**src/rtl/irq_pkg.sv**
```systemverilog
// Shared constants and FSM state type for the eight-source interrupt controller.
package irq_pkg;

   localparam int NUM_SRC = 8;
   localparam int ID_W    = 3;

   typedef enum logic [1:0] {
      IDLE    = 2'd0,
      REQ     = 2'd1,
      SERVICE = 2'd2
   } irq_state_t;

endpackage

```
**src/rtl/prio_enc8.sv**
```systemverilog
// Combinational 8-to-3 priority encoder: the highest set index wins, valid flags any request.
module prio_enc8
   import irq_pkg::*;
(
   input  logic [NUM_SRC-1:0] req,
   output logic [ID_W-1:0]    id,
   output logic               valid
);

   // NOTE: every output gets a default before the loop, otherwise a combinational block infers latches.
   always_comb begin
      id    = '0;
      valid = 1'b0;
      for (int i = 0; i < NUM_SRC; i++) begin
         if (req[i]) begin
            id    = ID_W'(i);
            valid = 1'b1;
         end
      end
   end

endmodule

```
**src/rtl/irq_ctrl8.sv**
```systemverilog
// Interrupt controller: synchronises sources, tracks pending state and runs the req/ack/eoi handshake.
module irq_ctrl8
   import irq_pkg::*;
#(
   parameter logic [NUM_SRC-1:0] EDGE_MODE   = 8'hFF,
   parameter int                 SYNC_STAGES = 2
) (
   input  logic               clk,
   input  logic               rst_n,
   input  logic [NUM_SRC-1:0] irq_src,
   input  logic [NUM_SRC-1:0] irq_en,
   input  logic               irq_ack,
   input  logic               irq_eoi,
   output logic               irq_req,
   output logic [ID_W-1:0]    irq_id,
   output logic               irq_busy,
   output logic [NUM_SRC-1:0] pending
);

   logic [NUM_SRC-1:0] sync_q [SYNC_STAGES];
   logic [NUM_SRC-1:0] s, s_d;
   logic [NUM_SRC-1:0] cand, clr_mask, pend_nxt;
   logic [ID_W-1:0]    enc_id, id_nxt;
   logic               enc_valid, accept;
   irq_state_t         state, state_nxt;

   assign s = sync_q[SYNC_STAGES-1];

   // NOTE: sequential state uses non-blocking assignments so every flop samples pre-edge values.
   always_ff @(posedge clk or negedge rst_n) begin
      if (!rst_n) begin
         for (int k = 0; k < SYNC_STAGES; k++) sync_q[k] <= '0;
         s_d <= '0;
      end else begin
         sync_q[0] <= irq_src;
         for (int k = 1; k < SYNC_STAGES; k++) sync_q[k] <= sync_q[k-1];
         s_d <= s;
      end
   end

   assign cand = pending & irq_en;

   prio_enc8 u_enc (
      .req   (cand),
      .id    (enc_id),
      .valid (enc_valid)
   );

   always_comb begin
      state_nxt = state;
      id_nxt    = irq_id;
      accept    = 1'b0;
      case (state)
         IDLE: begin
            if (enc_valid) begin
               state_nxt = REQ;
               id_nxt    = enc_id;
            end
         end
         REQ: begin
            // Ack takes precedence over a withdraw seen in the same cycle.
            if (irq_ack) begin
               state_nxt = SERVICE;
               accept    = 1'b1;
            end else if (!cand[irq_id]) begin
               state_nxt = IDLE;
            end
         end
         SERVICE: begin
            if (irq_eoi) state_nxt = IDLE;
         end
         default: state_nxt = IDLE;
      endcase
   end

   // Edge bits: a new rising edge beats the accept-clear; level bits just mirror the synchronised line.
   always_comb begin
      clr_mask = '0;
      if (accept) clr_mask[irq_id] = 1'b1;
      pend_nxt = (EDGE_MODE & ((pending & ~clr_mask) | (s & ~s_d))) | (~EDGE_MODE & s);
   end

   always_ff @(posedge clk or negedge rst_n) begin
      if (!rst_n) begin
         state    <= IDLE;
         irq_id   <= '0;
         irq_req  <= 1'b0;
         irq_busy <= 1'b0;
         pending  <= '0;
      end else begin
         state    <= state_nxt;
         irq_id   <= id_nxt;
         irq_req  <= (state_nxt == REQ);
         irq_busy <= (state_nxt == SERVICE);
         pending  <= pend_nxt;
      end
   end

endmodule

```
**config.mk**
```make
export PLATFORM = sky130hd
export DESIGN_NAME = irq_ctrl8
export DESIGN_NICKNAME = d
export VERILOG_FILES = /design/src/rtl/irq_pkg.sv /design/src/rtl/prio_enc8.sv /design/src/rtl/irq_ctrl8.sv
export SDC_FILE = /design/constraint.sdc
export NUM_CORES = 1
export LEC_CHECK = 0
export CAP_MARGIN = 10
export CORE_MARGIN = 4
export CORE_UTILIZATION = 36
export CTS_CLUSTER_SIZE = 30
export DETAILED_ROUTE_END_ITERATION = 16
export PLACE_DENSITY_LB_ADDON = 0.05
export RECOVER_POWER = 25
export SKIP_LAST_GASP = 1
export SLEW_MARGIN = 20
export SYNTH_ARGS = -nofsm -noshare
export SYNTH_HDL_FRONTEND = slang
export SYNTH_SLANG_ARGS = --single-unit
export TNS_END_PERCENT = 30
```
**constraint.sdc**
```tcl
create_clock -name clk -period 1.4 [get_ports clk]
set_input_delay 0.14 -clock clk [delete_from_list [all_inputs] [get_ports clk]]
set_output_delay 0.14 -clock clk [all_outputs]
set_load 0.05 [all_outputs]
```
### Word level (Yosys, flattened, before mapping)

Cells that the tools add are included.

* bits in registers: 39
* input port bits: 20
* output and inout bits: 13
* logic and storage cells: 50

* order comparisons: 2
* equality and inequality tests: 4
* muxes and demuxes: 27
* bitwise logic cells: 6
* reductions and logical operators: 3

Operator list (number)
* 8-bit AND: 3
* 8-bit NOT: 2
* 1-bit 2-to-1 mux: 13
* 2-bit 2-to-1 mux: 6
* 3-bit 2-to-1 mux: 4
* 8-bit 2-to-1 mux: 1
* 8-bit OR: 1
* 2-bit one-hot mux with 3 select lines: 1
* 2-bit by 1-bit equality test with 1-bit output, second input constant: 2
* 2-bit equality test, second input constant: 2
* 3-bit by 4-bit < comparator with 1-bit output, second input constant: 1
* 1-bit binary-select mux with 3-bit select: 1
* 1-bit demux with 3-bit select: 1
* 3-bit by 1-bit greater-or-equal comparator with 1-bit output, second input constant: 1
* 2-bit zero test: 1
* 2-bit AND reduction: 1
* 1-bit logical AND: 1

### Depth between registers and ports, before layout

Gate-level depths: netlist (run 1).

* word-level depth: 12
* gate-level depth with buffers: 4
* depth with buffers taken out: 4

### Hierarchy

From an unflattened synthesis (run 1), not the netlist that was laid out.

* cell total of the unflattened synthesis: 114
* area total of the unflattened synthesis: 1447.6 µm²

Modules (own cells, without submodules)
* irq_ctrl8: times used 1, cells an instance 102, area each 1390.1 µm²
* prio_enc8: times used 1, cells an instance 12, area each 57.6 µm²

### Worst setup path after synthesis (run 1)

OpenSTA, ideal clock, no wires.

* kind: register to register
* start point: register irq_id[1]
* end point: register irq_req
* setup time: 0.065 ns
* data arrival time: 1.616 ns
* data required time: 1.335 ns
* setup slack: -0.281 ns
* cell stages (with the launch flop): 4
* path buffers: 0
* period minus slack after synthesis: 1.681 ns
* cells stage by stage: dfrtp_1 -> mux4_1 -> mux2i_1 -> a31o_1

* word-level cells in the longest chain between the ends: 6

Ends and longest elaborated chain
* start, declared: line irq_ctrl8.sv:15 `output logic [ID_W-1:0] irq_id,`
* start signal, assigned: line irq_ctrl8.sv:92 `irq_id <= id_nxt;`
* 1-bit binary-select mux with 3-bit select: line irq_ctrl8.sv:65 `end else if (!cand[irq_id]) begin`
* 1-bit 2-to-1 mux (not written as such): line irq_ctrl8.sv:65
* 2-bit 2-to-1 mux: line irq_ctrl8.sv:65
* 2-bit 2-to-1 mux: line irq_ctrl8.sv:62 `if (irq_ack) begin`
* 2-bit one-hot mux with 3 select lines: line irq_ctrl8.sv:53 `case (state)`
* 2-bit by 1-bit equality test with 1-bit output: line irq_ctrl8.sv:93 `irq_req <= (state_nxt == REQ);`
* end signal, assigned: line irq_ctrl8.sv:93
* end, declared: line irq_ctrl8.sv:14 `output logic irq_req,`

Every way passes these cells. The select of a mux whose other input is x is not followed.
A chain may end at the register's enable or synchronous reset.

### Worst setup path in the final report (run 1)

* start point: register pending[2]
* end point: register irq_id[1]

* word-level cells in the longest chain between the ends: 8

Ends and longest elaborated chain
* start, declared: line irq_ctrl8.sv:17 `output logic [NUM_SRC-1:0] pending`
* start signal, assigned: line irq_ctrl8.sv:95 `pending <= pend_nxt;`
* 8-bit AND *: line irq_ctrl8.sv:41 `assign cand = pending & irq_en;`
* 1-bit 2-to-1 mux (6 in series): line prio_enc8.sv:15 `if (req[i]) begin`
* 2-bit AND reduction (no line)

Every way passes the cells marked *; elsewhere a longest branch is shown, timed or not.

==> results of run 1 <==
[final cells by class]
class | instances | area [um2]
fillers | 319 | 1529
well taps | 48 | 60.06
multi-input cells | 53 | 365.4
clock inverters | 2 | 37.54
clock buffers | 6 | 72.57
flip-flops and latches | 39 | 988.4
repair buffers | 51 | 578.1
inverters | 8 | 30.03
[critical path, delay by kind of cell (launching register included)]
family | cells | cell delay (ns)
DFF | 1 | 0.43
and+or+nand+nor | 1 | 0.09
muxes | 1 | 0.31
AOI/OAI and AO/OA | 2 | 0.42
[state kept, by name (all words and copies together) (netlist names)]
| signal | count |
|---|---|
| state | 2 |
| irq_id | 3 |
| pending | 8 |
| irq_busy | 1 |
| s_d | 8 |
| s | 8 |
| irq_req | 1 |
| sync_q | 8 |
[layer usage]
metal / share of wire [%] / global-route usage, % / up-vias
met2: 51 / 22.35 / 32
met5: 0 / 0 / -
met3: 6.0 / 5.217 / 4
met4: 1.6 / 6.508 / 0
li1: - / - / 463
met1: 41 / 15.38 / 474
[final timing paths]
check	startpoint	to	slack, ns	depth (start not counted)
max	pending[2]	irq_id[1]	0.02	4
min	rst_n	irq_busy	0.33	2
max reg2reg	pending[2]	irq_id[1]	0.02	4
min reg2reg	sync_q[13]	s[5]	0.35	0
max in group asynchronous	rst_n	pending[1]	0.58	3
min in group clk	sync_q[13]	s[5]	0.35	0
[power breakdown]
group | internal (mW) | switching [mW]
sequential | 1.32 | 0.200
clock | 0.531 | 0.376
combinational | 0.791 | 0.788
total | 2.64 | 1.36
[what timing repair did]
item                                   4_1_cts  5_1_grt
setup endpoints to repair                    2       10
buffers inserted                             2        1
endpoints found under the hold margin       19        0
gates resized for setup                      0        2
hold buffers                                 1        0
[placed cells by master (no fill, tap or decap), types with 2 or more instances in the layout]
cell,instances
dfrtp_1,29
buf_4,19
o21ai_0,16
buf_12,12
clkdlybuf4s50_1,10
dfrtp_2,10
dlygate4sd3_1,9
inv_1,8
nand2_1,7
clkbuf_8,5
nand2_2,4
nand2b_1,3
nor2_1,2
mux4_2,2
nand3_1,2
a31o_1,2
o31ai_1,2
o211ai_1,2
mux2_1,2
[stage by stage]
step                instance area (um2)  utilization (%)  setup TNS [ns]
finish                             2132            58.24               0
global route                       2132            58.24         -0.1704
CTS                                2121            57.93      -0.0007393
detailed placement                 1986            54.24          -1.866
global placement                   1986            54.24          -1.308
floorplan                          1380                -         -0.2093
[logic make-up (layout without fill, tap and decap cells)]
group	Yosys count	after routing	synth area share, %
flip-flops	39	39	71.96
AO/OA/AOI/OAI	25	25	11.16
AND/OR/NAND/NOR	22	22	7.843
buffers and inverters	8	67	2.214
multiplexers	6	6	6.827
==> results.toml, run 1 <==
[status]
status = "completed"

[routing]
viasPerCell = 4.700
vias = 973
avgRoutedWirePerCell_um = 13.60
drt_pass1_iterations = 4
ant_nets = 0
drt_iter0_markers = 25
route.final.wire_length_um = 2816
drc_errors = 0

[place]
pre_cts_slack_ns = -0.2458
io_buffers = 32
dpl.cell_count = 195
dpl.hpwl_um = 2153
place_congestion = 0.8582

[timing]
layout_setup_ws_ns = 0.01954
period_needed_ns = 1.380
max_freq_mhz = 724.4
rsz0062_at_grt = "true"
setup_viol = 0
drv_slew = 0
tightest_slew_ns = 0.4665
hold_slack_ns = 0.3334
relSlewSlack_pct = 68.90
timing.final.crit_share_pct = 98.60
fin_skew_ns = 0.003384
hold_viol_final = 0

[yosys]
synth_seq_area_share_pct = 71.96
netlist.area_leader.share_pct = 71.96
synth_ff_type = "dfrtp_1"
synthTopCellsByArea = "dfrtp_1, o21ai_0, nand2_1"
yosys.area.top_type = "dfrtp_1"
synth.distinct_cells = 22
syn_inst = 100
synth_edf_count = 0
postSynth.asyncResetShare_pct = 100.0
avgSynthCellArea_um2 = 13.56
ys_warn_count = 0
netlist_area_mm2 = 0.001356
syn-num-nets = 120
ys_seq_elements = 39
yosysMostFrequentCell = "dfrtp_1"
yosys-top-cells-count = "dfrtp_1, o21ai_0, nand2_1"

[critical_path]
cp.arrival_ns = 1.55
max_stage_delay_ns = 0.43
cp-end-kind = "flip-flop"
cp_data_required_time_ns = 1.57
crit_chain = "a22oi_2 -> nand3_1 -> o21a_2 -> mux2_1"
critical_path.slowest_cell = "dfrtp_2"
worst-setup-path-type = "flip-flop to flip-flop"
startpoint_type = "flip-flop"
path_max_fanout = 5

[power_and_ir_drop]
ir_worst_vdd_mv = 0.9058
p_leak_nw = 0.9379
p_total_mw = 4.004
cellPowerDensity_mw_per_mm2 = 1878

[global_routing]
antenna_found_initial = 0
grt_max_degree = 21
grt_pass1_wl_um = 4933
grt_pass1_vias = 1052
grtUsageTotal_pct = 13.56
overflow = 0

[floorplan]
fp.dieH_um = 69.38
fp-row-count = 22
core_mm2 = 0.003661
die_w_um = 69.38
io-pin-count = 33
start_util_pct = 37.05
die-area_mm2 = 0.004814

[clock_network]
htreeDepth = 2
cts_root_buf = "clkbuf_8"
cts_tree = "built"
numCtsBuffers = 5
clock_latency_ns = 0.29
path_clk_slew_ns = 0.07
clkSinkCount = 39
clockBufferDepth = 2

[job]
maxCapViolations = 0

[final_layout]
post_route_cells_drive_above_1_share_pct = 37.11
finalNonFillerCells = 207
nets = 178
area_growth_pct = 57.20
antenna_cells = 0

[worst_hold_path]
min_path_type = "input pin to asynchronous set/reset pin"
Note: power is estimated with default switching activity, not from simulation.
==> run 2, diff against run 1 <==
==> constraint.sdc (replaced) <==
create_clock -name clk -period 1.79 [get_ports clk]
set_input_delay 0.179 -clock clk [delete_from_list [all_inputs] [get_ports clk]]
set_output_delay 0.179 -clock clk [all_outputs]
set_load 0.05 [all_outputs]
==> results.toml, run 2 (same netlist as run 1, synthesis figures left out) <==
[status]
status = "completed"

[clock_network]
clockBufferDepth = 2
path_clk_slew_ns = 0.07
clock_latency_ns = 0.28
htreeDepth = 2
numCtsBuffers = 5
clkSinkCount = 39
cts_root_buf = "clkbuf_8"
post_cts_buffers = 0
cts_tree = "built"
ctsResizeCount = 0

[final_layout]
multi_input_area_um2 = 350.3
nets = 161
fill_cells = 334
seqCellArea_um2 = 975.9
antenna_cells = 0
area_growth_pct = 34.96
final_cell_mix = "dfrtp_1, clkdlybuf4s50_1, o21ai_0, nand2_1, dlygate4sd3_1"
post_route_cells_drive_above_1_share_pct = 11.27
final_common_cell = "dfrtp_1"

[worst_hold_path]
min_path_type = "flip-flop to flip-flop"

[timing]
setup_viol = 0
hold_viol_final = 0
fin_skew_ns = 0.002050
relSlewSlack_pct = 66.11
max_freq_mhz = 580.7
setup-tns-final_ns = 0
period_needed_ns = 1.722
timing.final.crit_share_pct = 96.20
drv_slew = 0
tightest_slew_ns = 0.5068
hold_slack_ns = 0.3495
rsz0062_at_grt = "false"

[power_and_ir_drop]
swShare_pct = 37.55
ir_worst_vdd_mv = 0.5414
pwr-share-clk_pct = 21.4
power_switching_mw = 0.9879
combPwrFrac_pct = 34.1
p_int_mw = 1.643
seqPwrFrac_pct = 44.5
p_leak_nw = 0.7833
cellPowerDensity_mw_per_mm2 = 1437

[floorplan]
io-pin-count = 33
die_w_um = 69.38
core_mm2 = 0.003661
fp.dieH_um = 69.38
die-area_mm2 = 0.004814
start_util_pct = 37.05
fp-row-count = 22

[critical_path]
cp-end-kind = "output port"
crit_family = "buffers and inverters"
max_stage_delay_ns = 0.83
worst-setup-path-type = "flip-flop to output port"
cp.arrival_ns = 1.54
path_max_fanout = 5
startpoint_type = "flip-flop"
critical_path.slowest_cell = "clkdlybuf4s50_1"
cp.buffers_inverters = 1
cp_data_required_time_ns = 1.61
crit_chain = "clkdlybuf4s50_1"

[routing]
drc_errors = 0
vias = 913
drt_iter0_markers = 60
ant_nets = 0
viasPerCell = 4.805
drt_pass1_iterations = 4
route.final.wire_length_um = 2482
avgRoutedWirePerCell_um = 13.06

[place]
place_congestion = 0.8899
io_buffers = 32

[global_routing]
grt_pass1_vias = 852
grt_pass1_wl_um = 4084
antenna_found_initial = 0
overflow = 0
grt_max_degree = 40
grtUsageTotal_pct = 11.03

[job]
maxCapViolations = 0
[run 2: changes by cell type in the layout (fill, tap and decap cells not counted), sizes merged]
cell / delta
buf: -27
clkdlybuf4s50: +10
bufinv: -1
clkbuf: -1
clkinv: +1
clkinvlp: +1
[run 2: final cells by class]
| type | count | area share (%) |
|---|---|---|
| Sequential cell | 39 | 53.31 |
| Clock inverter | 3 | 1.094 |
| Clock buffer | 5 | 3.759 |
| Inverter | 8 | 1.640 |
| Multi-Input combinational cell | 53 | 19.14 |
| Tap cell | 48 | 3.281 |
| Timing Repair Buffer | 34 | 17.77 |
[run 2: routing by layer]
layer / wire [um] / GRT usage, %
met3: 182 / 5.362
met4: 40 / 5.857
met5: 0 / 0
met1: 1093 / 13.21
met2: 1165 / 16.31
[run 2: path summary, 6_finish.rpt]
| kind | cells after the start | start | end | slack, ns |
|---|---|---|---|---|
| setup / recovery | 1 | pending[3] | pending[3] | 0.07 |
| hold / removal | 0 | sync_q[13] | s[5] | 0.35 |
| setup reg to reg | 4 | pending[3] | irq_id[1] | 0.30 |
| hold reg to reg | 0 | sync_q[13] | s[5] | 0.35 |
| max in group asynchronous | 3 | rst_n | s_d[7] | 0.99 |
| min in group asynchronous | 3 | rst_n | s_d[0] | 0.47 |
[run 2: power groups by stage]
stage | sequential (mW) | clock (mW) | combinational, mW
after detailed placement | 1.19 | 0 | 0.908
after floorplan | 1.46 | 0 | 0.293
after CTS | 1.17 | 0.598 | 0.913
after global routing | 1.19 | 0.641 | 0.945
final | 1.17 | 0.564 | 0.897
after global placement | 1.18 | 0 | 0.900
[run 2: what timing repair did]
action | in CTS | in global routing
hold endpoints to repair | 39 | 0
hold buffers | 1 | 0
endpoints found under the setup margin | 0 | 0
[run 2: stage by stage]
stage | std cells | setup WS (ns) | cell area, um2 | utilization, % | total power, mW
after floorplan | 100 | 0.1088 | 1356 | - | 1.757
after CTS | 190 | 0.05908 | 1831 | 50.00 | 2.681
after detailed placement | 181 | 0.08631 | 1732 | 47.30 | 2.095
after global routing | 190 | 0.03459 | 1831 | 50.00 | 2.778
final | 190 | 0.06801 | 1831 | 50.00 | 2.631
after global placement | 181 | 0.1265 | 1732 | 47.30 | 2.081
==> run 3, diff against run 2 <==
==> constraint.sdc (replaced) <==
create_clock -name clk -period 2.1 [get_ports clk]
set_input_delay 0.21 -clock clk [delete_from_list [all_inputs] [get_ports clk]]
set_output_delay 0.21 -clock clk [all_outputs]
set_load 0.05 [all_outputs]
==> results.toml, run 3 (same netlist as run 1, synthesis figures left out) <==
[power_and_ir_drop]
power_switching_mw = 0.8389
p_leak_nw = 0.8030
pwr-share-clk_pct = 28.8
seqPwrFrac_pct = 39.1
p_total_mw = 2.500
cellPowerDensity_mw_per_mm2 = 1335
combPwrFrac_pct = 32.1
p_int_mw = 1.661
ir_worst_vdd_mv = 0.5270
swShare_pct = 33.56

[timing]
timing.final.crit_share_pct = 89.46
fin_skew_ns = 0.006757
hold_slack_ns = 0.02164
period_needed_ns = 1.879
rsz0062_at_grt = "false"
max_freq_mhz = 532.3
drv_slew = 0
setup-tns-final_ns = 0
hold_viol_final = 0
layout_setup_ws_ns = 0.2213
setup_viol = 0
relSlewSlack_pct = 44.88
tightest_slew_ns = 0.8268

[critical_path]
max_stage_delay_ns = 0.87
cp.arrival_ns = 1.67
startpoint_type = "flip-flop"
worst-setup-path-type = "flip-flop to output port"
critical_path.slowest_cell = "clkdlybuf4s50_1"
crit_family = "buffers and inverters"
cp_data_required_time_ns = 1.89
cp-end-kind = "output port"
crit_chain = "clkdlybuf4s50_1"
path_max_fanout = 8
cp.buffers_inverters = 1

[floorplan]
core_mm2 = 0.003661
fp-row-count = 22
die_w_um = 69.38
start_util_pct = 37.05
die-area_mm2 = 0.004814
io-pin-count = 33
fp.dieH_um = 69.38

[place]
pre_cts_slack_ns = 0.3591
io_buffers = 32
place_congestion = 0.9116
dpl.hpwl_um = 1903

[clock_network]
cts_root_buf = "clkbuf_8"
ctsResizeCount = 0
clock_latency_ns = 0.28
htreeDepth = 2
cts_tree = "built"
ctsHoldBuffers = 0
path_clk_slew_ns = 0.07
numCtsBuffers = 5
clkSinkCount = 39
clockBufferDepth = 2
post_cts_buffers = 0

[global_routing]
antenna_found_initial = 0
grt_max_degree = 40
grt_pass1_vias = 927
overflow = 0
grt_pass1_wl_um = 4478
grtUsageTotal_pct = 12.17

[routing]
drc_errors = 0
avgRoutedWirePerCell_um = 13.78
drt_iter0_markers = 68
vias = 919
ant_nets = 0
viasPerCell = 4.862
route.final.wire_length_um = 2604
drt_pass1_iterations = 4

[final_layout]
antenna_cells = 0
fill_cells = 326
nets = 160
post_route_cells_drive_above_1_share_pct = 8.511
final_common_cell = "dfrtp_1"
area_growth_pct = 38.01
final_cell_mix = "dfrtp_1, clkdlybuf4s50_1, o21ai_0, nand2_1"

[status]
status = "completed"

[worst_hold_path]
min_path_type = "input pin to asynchronous set/reset pin"

[job]
maxCapViolations = 0
-- run 3: changes by cell type in the layout (fill, tap and decap cells not counted) --
cell and change:
buf_4 -3, clkdlybuf4s50_1 +3, bufinv_16 +2, clkinvlp_4 -2
clkbuf_1 +1, clkinv_2 -1, dlygate4sd3_1 -1
-- run 3: final timing paths --
check / start / end / slack [ns] / cells after the start
max: irq_id[0] / irq_id[0] / 0.22 / 1
min: rst_n / s[0] / 0.02 / 1
max reg2reg: pending[3] / irq_id[0] / 0.61 / 4
min reg2reg: sync_q[10] / s[2] / 0.35 / 0
max in group asynchronous: rst_n / s[4] / 1.56 / 1
min in group clk: sync_q[10] / s[2] / 0.35 / 0
-- run 3: layout make-up --
class	instances	area [um2]	area share, %
clock buffer	6	72.57	3.877
multi-input combinational	53	350.3	18.72
clock inverter	2	60.06	3.209
inverter	8	30.03	1.604
tap	48	60.06	3.209
timing repair buffer	33	322.8	17.25
sequential	39	975.9	52.14
-- run 3: power by group through the flow --
stage / clock [mW] / combinational [mW] / sequential (mW)
floorplan: 0 / 0.250 / 1.25
global placement: 0 / 0.804 / 0.990
detailed placement: 0 / 0.814 / 0.995
CTS: 0.742 / 0.817 / 0.979
global route: 0.782 / 0.851 / 1.00
finish: 0.721 / 0.801 / 0.977
-- run 3: metrics by stage --
stage	cells	instance area [um2]	utilization, %
finish	189	1872	51.13
global route	189	1872	51.13
CTS	189	1872	51.13
detailed placement	181	1739	47.51
global placement	181	1739	47.51
floorplan	100	1356	-
-- run 3: routing by layer --
layer / track usage [%] / share of wire (%) / vias up
met5: 0 / 0 / -
met4: 5.206 / 1.5 / 0
met3: 5.362 / 7.8 / 5
met2: 18.33 / 47 / 36
met1: 15.19 / 44 / 453
li1: - / - / 425
